## src/rtl/approx_mult_pkg.sv

```systemverilog
// Shared constants and helpers for the approximate multiplier pipeline.
package approx_mult_pkg;

  typedef enum logic {
    MODE_EXACT  = 1'b0,
    MODE_APPROX = 1'b1
  } mode_e;

  localparam int unsigned WIDTH_MIN = 4;
  localparam int unsigned WIDTH_MAX = 16;

  function automatic int unsigned cols_max(input int unsigned width);
    return 2 * width;
  endfunction

  // Number of partial-product bits that land in product column c.
  function automatic int unsigned col_height(input int unsigned c, input int unsigned width);
    if (c >= 2 * width - 1) return 0;
    else if (c < width)     return c + 1;
    else                    return 2 * width - 1 - c;
  endfunction

endpackage

```

## src/rtl/approx_mult_pipe_if.sv

```systemverilog
// Operand/result handshake bundle for approx_mult_pipe.
interface approx_mult_pipe_if #(
  parameter int unsigned WIDTH = 8
);
  logic               in_valid;
  logic               in_ready;
  logic [WIDTH-1:0]   in_a;
  logic [WIDTH-1:0]   in_b;
  logic               in_mode;
  logic               out_valid;
  logic               out_ready;
  logic [2*WIDTH-1:0] out_p;
  logic               out_mode;
  logic [15:0]        approx_count;

  modport master (
    output in_valid, in_a, in_b, in_mode, out_ready,
    input  in_ready, out_valid, out_p, out_mode, approx_count
  );

  modport slave (
    input  in_valid, in_a, in_b, in_mode, out_ready,
    output in_ready, out_valid, out_p, out_mode, approx_count
  );
endinterface

```

## src/rtl/approx_col_reducer.sv

```systemverilog
// Reduces the partial-product array to a sum/carry pair; low columns are
// XOR-only in approximate mode and neither generate nor receive carries.
module approx_col_reducer
  import approx_mult_pkg::*;
#(
  parameter int unsigned WIDTH       = 8,
  parameter int unsigned APPROX_COLS = 4
) (
  input  logic [WIDTH-1:0]   pp [WIDTH],
  input  logic               mode,
  output logic [2*WIDTH-1:0] sum,
  output logic [2*WIDTH-1:0] carry
);
  localparam int unsigned PW = 2 * WIDTH;

  logic [PW-1:0] keep, low, s, c, row, maj;

  // Rows are masked to the exact columns before the carry-save chain, so
  // carries only ever move upward from column APPROX_COLS.
  always_comb begin
    keep = (mode == MODE_APPROX) ? ({PW{1'b1}} << APPROX_COLS) : '1;
    low  = '0;
    s    = '0;
    c    = '0;
    row  = '0;
    maj  = '0;
    for (int unsigned i = 0; i < WIDTH; i++) begin
      for (int unsigned k = 0; k < WIDTH; k++) begin
        if (mode == MODE_APPROX && (i + k) < APPROX_COLS)
          low[i+k] = low[i+k] ^ pp[i][k];
      end
      row = (PW'(pp[i]) << i) & keep;
      maj = (s & c) | (s & row) | (c & row);
      s   = s ^ c ^ row;
      c   = maj << 1;
    end
    sum   = s | low;
    carry = c;
  end

endmodule

```

## src/rtl/approx_mult_pipe.sv

```systemverilog
// Three-stage valid/ready multiplier with per-transaction exact or
// approximate low-column reduction and a saturating approx-result counter.
module approx_mult_pipe
  import approx_mult_pkg::*;
#(
  parameter int unsigned WIDTH       = 8,
  parameter int unsigned APPROX_COLS = 4
) (
  input logic               clk,
  input logic               rst_n,
  approx_mult_pipe_if.slave bus
);
  localparam int unsigned PW = 2 * WIDTH;

  if (WIDTH < WIDTH_MIN || WIDTH > WIDTH_MAX) begin : g_width_check
    $error("approx_mult_pipe: WIDTH out of range 4..16");
  end
  if (APPROX_COLS > cols_max(WIDTH)) begin : g_cols_check
    $error("approx_mult_pipe: APPROX_COLS exceeds 2*WIDTH");
  end

  logic             v1, v2, v3;
  logic [WIDTH-1:0] a1, b1;
  logic             m1, m2, m3;
  logic [PW-1:0]    s2, c2, p3;
  logic [15:0]      count;
  logic             adv1, adv2, adv3;

  logic [WIDTH-1:0] pp [WIDTH];
  logic [PW-1:0]    red_sum, red_carry;

  assign adv3 = !v3 || bus.out_ready;
  assign adv2 = !v2 || adv3;
  assign adv1 = !v1 || adv2;

  assign bus.in_ready     = adv1;
  assign bus.out_valid    = v3;
  assign bus.out_p        = p3;
  assign bus.out_mode     = m3;
  assign bus.approx_count = count;

  always_comb begin
    pp = '{default: '0};
    for (int unsigned i = 0; i < WIDTH; i++) begin
      for (int unsigned k = 0; k < WIDTH; k++) begin
        pp[i][k] = a1[k] & b1[i];
      end
    end
  end

  approx_col_reducer #(
    .WIDTH       (WIDTH),
    .APPROX_COLS (APPROX_COLS)
  ) u_reducer (
    .pp    (pp),
    .mode  (m1),
    .sum   (red_sum),
    .carry (red_carry)
  );

  always_ff @(posedge clk or negedge rst_n) begin
    if (!rst_n) begin
      v1    <= 1'b0;
      v2    <= 1'b0;
      v3    <= 1'b0;
      a1    <= '0;
      b1    <= '0;
      m1    <= 1'b0;
      s2    <= '0;
      c2    <= '0;
      m2    <= 1'b0;
      p3    <= '0;
      m3    <= 1'b0;
      count <= '0;
    end else begin
      if (adv1) begin
        v1 <= bus.in_valid;
        if (bus.in_valid) begin
          a1 <= bus.in_a;
          b1 <= bus.in_b;
          m1 <= bus.in_mode;
        end
      end
      if (adv2) begin
        v2 <= v1;
        if (v1) begin
          s2 <= red_sum;
          c2 <= red_carry;
          m2 <= m1;
        end
      end
      if (adv3) begin
        v3 <= v2;
        if (v2) begin
          p3 <= s2 + c2;
          m3 <= m2;
        end
      end
      if (v3 && bus.out_ready && m3 == MODE_APPROX && count != '1)
        count <= count + 16'd1;
    end
  end

endmodule

```

## src/flat_wrapper.sv

```systemverilog
// flat-port wrapper written by rule: the top's interface ports become plain ports
module approx_mult_pipe_flat import approx_mult_pkg::*;
#(
  parameter int unsigned WIDTH       = 8,
  parameter int unsigned APPROX_COLS = 4
)
  (clk, rst_n, bus_in_valid, bus_in_a, bus_in_b, bus_in_mode, bus_out_ready, bus_in_ready, bus_out_valid, bus_out_p, bus_out_mode, bus_approx_count);
  approx_mult_pipe_if #(.WIDTH(WIDTH)) bus_i ();
  input logic clk;
  input logic rst_n;
  input wire logic [$bits(bus_i.in_valid)-1:0] bus_in_valid;
  input wire logic [$bits(bus_i.in_a)-1:0] bus_in_a;
  input wire logic [$bits(bus_i.in_b)-1:0] bus_in_b;
  input wire logic [$bits(bus_i.in_mode)-1:0] bus_in_mode;
  input wire logic [$bits(bus_i.out_ready)-1:0] bus_out_ready;
  output wire logic [$bits(bus_i.in_ready)-1:0] bus_in_ready;
  output wire logic [$bits(bus_i.out_valid)-1:0] bus_out_valid;
  output wire logic [$bits(bus_i.out_p)-1:0] bus_out_p;
  output wire logic [$bits(bus_i.out_mode)-1:0] bus_out_mode;
  output wire logic [$bits(bus_i.approx_count)-1:0] bus_approx_count;
  assign bus_i.in_valid = bus_in_valid;
  assign bus_i.in_a = bus_in_a;
  assign bus_i.in_b = bus_in_b;
  assign bus_i.in_mode = bus_in_mode;
  assign bus_i.out_ready = bus_out_ready;
  assign bus_in_ready = bus_i.in_ready;
  assign bus_out_valid = bus_i.out_valid;
  assign bus_out_p = bus_i.out_p;
  assign bus_out_mode = bus_i.out_mode;
  assign bus_approx_count = bus_i.approx_count;
  approx_mult_pipe #(.WIDTH(WIDTH), .APPROX_COLS(APPROX_COLS)) u_core (.clk(clk), .rst_n(rst_n), .bus(bus_i));
endmodule
```

## config.mk

```make
export PLATFORM = sky130hd
export DESIGN_NAME = approx_mult_pipe_flat
export DESIGN_NICKNAME = d
export VERILOG_FILES = /design/src/rtl/approx_mult_pkg.sv /design/src/rtl/approx_mult_pipe_if.sv /design/src/rtl/approx_col_reducer.sv /design/src/rtl/approx_mult_pipe.sv /design/src/flat_wrapper.sv
export SDC_FILE = /design/constraint.sdc
export NUM_CORES = 1
export LEC_CHECK = 0
export CORE_UTILIZATION = 44
export CTS_CLUSTER_DIAMETER = 150
export DETAILED_ROUTE_END_ITERATION = 16
export GPL_TIMING_DRIVEN = 0
export MAX_ROUTING_LAYER = met4
export PLACE_DENSITY = 0.78
export RECOVER_POWER = 50
export SLEW_MARGIN = 10
export SYNTH_ARGS = -nofsm -noshare
export SYNTH_HDL_FRONTEND = slang
export SYNTH_SLANG_ARGS = --single-unit
```

## constraint.sdc

```tcl
create_clock -name clk -period 4.3 [get_ports clk]
set_input_delay 0.86 -clock clk [delete_from_list [all_inputs] [get_ports clk]]
set_output_delay 0.86 -clock clk [all_outputs]
set_load 0.1 [all_outputs]
```

# Word level (Yosys, flattened, before mapping)
# Cells that the tools add are included.
# Widths: inputs -> output; s select.
[word_totals]
ff_bits = 85
input_bits = 21
out_inout_bits = 35
word_cells = 161
[op_classes]
addsub = 2
n_eq_ne = 1
mux = 11
bitwise_logic = 123
reduce_logical = 12
[ops]
columns = ["op", "n"]
rows = [
  ["$and 15x15->15", 19],
  ["$xor 16x16->16", 13],
  ["$or 15x15->15", 12],
  ["$and 1x1->1", 64],
  ["$add 16x1->16 const B", 1],
  ["$add 16x16->16", 1],
  ["$and 10x16->16", 1],
  ["$and 11x16->16", 1],
  ["$and 12x16->16", 1],
  ["$and 13x16->16", 1],
  ["$and 14x16->16", 1],
  ["$and 15x16->16", 1],
  ["$and 8x16->16", 1],
  ["$and 9x16->16", 1],
  ["$ne 16x16->1 const B", 1],
  ["$or 16x4->16", 1],
  ["$mux 1", 10],
  ["$reduce_and 2->1", 3],
  ["$xor 1x1->1", 6],
  ["$mux 4", 1],
  ["$logic_and 1x1->1", 3],
  ["$logic_not 1->1", 3],
  ["$logic_or 1x1->1", 3],
]

# Longest topological paths before layout
[logic_depth]
ltp_word = 21
depth_mapped = 15
ltp_nobuf = 14

# Hierarchy
# From an unflattened synthesis, not the netlist that was laid out.
[hier_totals]
hier_cells = 556
hier_area_um2 = 5920.7
[by_module_without_submodules]
columns = ["module", "instances", "cells_per_inst", "area_per_inst_um2"]
rows = [
  ["approx_mult_pipe", 1, 414, 4566.9],
  ["approx_col_reducer", 1, 142, 1353.8],
]

# Least setup slack after synthesis
# OpenSTA, ideal clock, no wires.
[synth_timing]
path_kind = "register to register"
from = "register u_core.b1[0]"
to = "register u_core.s2[7]"
arrival_ps = 4324
t_required_ps = 4175
slack_ps = -149
stages_incl_launch_ff = 15
n_path_buf = 1
synth_period_minus_slack_ps = 4449
cell_sequence = "dfrtp_1 > clkbuf_1 > and2_1 > ha_1 > inv_1 > fa_1 > inv_1 > fa_1 > fa_1 > inv_1 > fa_1 > fa_1 > inv_1 > fa_1 > mux2_2"
[synth_via]
elab_chain_cells = 21
elab_cells_between_ends = 48
classes_between = "bitwise (48)"
[synth_rtl]
columns = ["element", "line", "text"]
rows = [
  ["from (decl)", "approx_mult_pipe.sv:23", "logic [WIDTH-1:0] a1, b1;"],
  ["from (signal assigned)", "approx_mult_pipe.sv:80", "b1 <= bus.in_b;"],
  ["$and 1x1->1", "approx_mult_pipe.sv:46", "pp[i][k] = a1[k] & b1[i];"],
  ["$and 8x16->16 (*)", "approx_col_reducer.sv:32", "row = (PW'(pp[i]) << i) & keep;"],
  ["$xor 16x16->16 or $and 15x15->15 (tied branches)", "approx_col_reducer.sv:34, approx_col_reducer.sv:33", ""],
  ["$and 15x15->15", "approx_col_reducer.sv:33", "maj = (s & c) | (s & row) | (c & row);"],
  ["$or 15x15->15 (2 in a row)", "approx_col_reducer.sv:33", ""],
  ["$and 15x15->15", "approx_col_reducer.sv:33", ""],
  ["$or 15x15->15 (2 in a row)", "approx_col_reducer.sv:33", ""],
  ["$and 15x15->15", "approx_col_reducer.sv:33", ""],
  ["$or 15x15->15 (2 in a row)", "approx_col_reducer.sv:33", ""],
  ["$and 15x15->15", "approx_col_reducer.sv:33", ""],
  ["$or 15x15->15 (2 in a row)", "approx_col_reducer.sv:33", ""],
  ["$and 15x15->15", "approx_col_reducer.sv:33", ""],
  ["$or 15x15->15 (2 in a row)", "approx_col_reducer.sv:33", ""],
  ["$xor 16x16->16 (*) (2 in a row)", "approx_col_reducer.sv:34", "s = s ^ c ^ row;"],
  ["$or 16x4->16 (*)", "approx_col_reducer.sv:37", "sum = s | low;"],
  ["via u_core.red_sum[7]", "approx_mult_pipe.sv:30", "logic [PW-1:0] red_sum, red_carry;"],
  ["to (signal assigned)", "approx_mult_pipe.sv:87", "s2 <= red_sum;"],
  ["to (decl)", "approx_mult_pipe.sv:25", "logic [PW-1:0] s2, c2, p3;"],
]
# Mark *: on every way through the listed nets, which the timed path passes. The rest lies on a longest branch.
# A chain may end at the register's enable or synchronous reset.

# Final worst setup path
[layout_timing]
from = "register u_core.b1[1]"
to = "register u_core.s2[7]"
[layout_via]
elab_chain_cells = 21
elab_cells_between_ends = 48
classes_between = "bitwise (48)"
[layout_rtl]
columns = ["element", "line"]
rows = [
  ["$and 1x1->1", "approx_mult_pipe.sv:46"],
  ["$and 9x16->16 (*)", "approx_col_reducer.sv:32"],
  ["$xor 16x16->16 or $and 15x15->15 (tied branches)", "approx_col_reducer.sv:34, approx_col_reducer.sv:33"],
  ["$and 15x15->15", "approx_col_reducer.sv:33"],
  ["$or 15x15->15 (2 in a row)", "approx_col_reducer.sv:33"],
  ["$and 15x15->15", "approx_col_reducer.sv:33"],
  ["$or 15x15->15 (2 in a row)", "approx_col_reducer.sv:33"],
  ["$and 15x15->15", "approx_col_reducer.sv:33"],
  ["$or 15x15->15 (2 in a row)", "approx_col_reducer.sv:33"],
  ["$and 15x15->15", "approx_col_reducer.sv:33"],
  ["$or 15x15->15 (2 in a row)", "approx_col_reducer.sv:33"],
  ["$and 15x15->15", "approx_col_reducer.sv:33"],
  ["$or 15x15->15 (2 in a row)", "approx_col_reducer.sv:33"],
  ["$xor 16x16->16 (*) (2 in a row)", "approx_col_reducer.sv:34"],
  ["$or 16x4->16 (*)", "approx_col_reducer.sv:37"],
  ["via u_core.red_sum[7]", "approx_mult_pipe.sv:30"],
]
# Marks and branches as above.

==> metrics.cfg <==
[timing]
rsz0062_at_grt = yes
fmax_mhz = 228
clock_skew_ps = 16.4
slew_viol_final = 0
layout_setup_ws_ps = -95.1
hold_viol = 0
setup_viol = 5
min_period_over_period = 1.02
hold_slack_ps = 479
slew_headroom = 0.0138
setup-tns-final_ps = -254
worstMarginPinSlew_ps = 1480
final.min_clock_period_ps = 4400

[yosys]
synth_seq_cells = 76
async_flop_share = 1.00
yosys.area.top_type = dfrtp_1
synth_edf_count = 0
synth_area_leaders = dfrtp_1 (39%), fa_1 (18%), mux2_2 (9.9%)
synth_area_mm2 = 0.00487
yosys_warnings = 0
synth-seq-area-share = 0.390
syn-instance-count = 440
synth_top_area_frac = 0.390
syn_nets = 519
yosysUniqueCellTypes = 50
ys.flop_type = dfrtp_1
syn_area_per_cell_um2 = 11.1

[flow_run]
drv_cap = 0

[clock_network]
root_buffer = clkbuf_8
insertion_delay_ps = 360
cts_buffers = 9
clk_pin_slew_ps = 90
cts_max_level = 3
cts_hold_buf = 0
clkSinkCount = 76
cts_tree = yes
clk_path_buf_depth = 2

[worst_setup_path]
worst_path_largest_cell_delay_ps = 540
reg2reg_depth = 12
worstPathMaxFanout = 5
worst_path_max_delay_cell = fa_1
cp.required_ps = 4550
crit_path_frequent_cell = fa_1
arrival_ps = 4640
worstSetupPathType = reg -> reg
cp-start-kind = flop
cp-end-kind = flop
path_cells = clkbuf_8 -> and2_1 -> ha_4 -> inv_2 -> fa_1 -> fa_1 -> fa_1 -> fa_1 -> fa_1 -> inv_1 -> fa_1 -> mux2_4

[floorplanning]
initial_utilization = 0.451
die_w_um = 107
coreArea_mm2 = 0.0108
dieArea_mm2 = 0.0115
die-height_um = 107
fp-row-count = 38
io_pins = 56

[detailed_routing]
firstDrtPassIters = 6
drt_wl_total_um = 9720
drtAntennaViolNets = 0
avgRoutedWirePerCell_um = 15.0
drtIter0Drc = 118
viasPerCell = 5.23
post-route-drc-count = 0
vias = 3394

[global_route]
grt_use_total = 0.185
antenna_found_initial = 0
grt_pass1_vias = 3486
grt_max_degree = 62
grt_pass1_wl_um = 16100
grt_overflow_total = 0

[power_and_ir_drop]
power.density_mw_per_mm2 = 719
irDropWorstVdd_mv = 0.435
leakage_nw = 2.57

[status]
outcome = finished with violations
failed_checks = negative setup slack

[placement]
dpl.hpwl_um = 7080
portBuffers = 55
dp_slack_ps = -236
gp_congestion = 0.869

[cells_and_area]
n_antenna_cell = 0
drive_gt1_frac = 0.185
finalNetCount = 583
area_growth_syn_to_layout_pct = 20.5

[worst_hold_path]
hp-class = reg -> reg
hold_depth = 2

## synth_stat cells (6+ instances only)
| cell type | n |
|---|---|
| nand4_1 | 6 |
| xnor2_1 | 10 |
| ha_1 | 15 |
| o21ai_0 | 16 |
| mux2_2 | 43 |
| nor2_1 | 8 |
| nand3_1 | 9 |
| dfrtp_1 | 76 |
| nand2_1 | 65 |
| xor2_1 | 7 |
| clkbuf_1 | 17 |
| fa_1 | 43 |
| inv_1 | 40 |
| and2_1 | 27 |
## per-stage QoR
stage / util / total power [mW] / instances / instance area, µm²
CTS: 0.548 / 4.25 / 651 / 5920
floorplan: - / 3.00 / 440 / 4890
global route: 0.544 / 4.55 / 649 / 5870
global placement: 0.520 / 3.49 / 635 / 5610
finish: 0.544 / 4.22 / 649 / 5870
detailed placement: 0.522 / 3.58 / 636 / 5640
## cell type report
class | count | area (µm²)
fillers | 908 | 4920
multi-input cells | 304 | 2760
flip-flops and latches | 76 | 1910
repair buffers | 61 | 587
well taps | 140 | 175
inverters | 40 | 150
clock buffers | 10 | 138
clock inverters | 6 | 93.8
plain buffers | 12 | 61.3
## flip-flops by register name, summed over array words and instances, names as in the netlist
| register | cells |
|---|---|
| u_core.bus.approx_count | 16 |
| u_core.s2 | 15 |
| u_core.bus.out_p | 16 |
| u_core.a1 | 8 |
| u_core.m1 | 1 |
| u_core.v2 | 1 |
| u_core.v1 | 1 |
| u_core.bus.out_mode | 1 |
| u_core.bus.out_valid | 1 |
| u_core.c2 | 7 |
| u_core.b1 | 8 |
| u_core.m2 | 1 |
## power by group
part           internal (mW)  leakage [nW]  switching, mW
Clock                  0.348         0.113          0.284
Sequential             0.939         0.930          0.174
Combinational          0.921          1.52           1.56
## per-layer routing
metal / global-route usage / share of wire / vias to the layer above
met5: - / 0 / -
met3: 0.0401 / 0.041 / 12
met2: 0.315 / 0.50 / 87
met4: 0.0411 / 0.013 / 0
met1: 0.227 / 0.45 / 1719
li1: - / - / 1576
## kinds of logic after synthesis
family,count (synthesis),share of synthesized area
buffers and inverters,60,0.0475
AND/OR/NAND/NOR,143,0.155
XOR/XNOR,17,0.0306
flip-flops,76,0.390
multiplexers,46,0.107
adder cells (fa/ha/maj),58,0.215
AO/OA/AOI/OAI,40,0.0550
## layout by cell type, fill, tap and decap left out, types with 6 or more instances in the layout
cell / n
nand4_1: 6
clkbuf_8: 11
inv_1: 35
nor2_1: 8
buf_4: 6
clkbuf_1: 9
nand2_1: 65
xor2_1: 7
mux2_2: 42
fa_2: 7
dfrtp_1: 71
clkdlybuf4s50_1: 53
fa_1: 36
and2_1: 26
xnor2_1: 10
ha_1: 13
nand3_1: 9
o21ai_0: 16
## worst max-delay path: cells and delay by family (launching register included)
| family | cells | cell delay (ps) |
|---|---|---|
| flip-flops | 1 | 390 |
| multiplexers | 1 | 280 |
| adder cells (fa/ha/maj) | 7 | 3210 |
| buffers and inverters | 3 | 230 |
| AND/OR/NAND/NOR | 1 | 160 |
## what timing repair did
| item | 4_1_cts | 5_1_grt |
|---|---|---|
| gates cloned | 0 | 0 |
| gates resized for setup | 16 | 6 |
| pin swaps | 16 | 7 |
| setup endpoints to repair | 8 | 7 |
| buffers inserted | 5 | 0 |
## worst paths after layout
check                      slack, ps                         end    startpoint
min in group asynchronous        560  u_core.bus.approx_count[2]         rst_n
min reg2reg                      480                   u_core.m2     u_core.m2
max reg2reg                     -100                u_core.s2[7]  u_core.b1[1]
min                              480                   u_core.m2     u_core.m2
max in group asynchronous       1680                u_core.a1[4]         rst_n
max                             -100                u_core.s2[7]  u_core.b1[1]
Note: power is estimated with default switching activity, not from simulation.
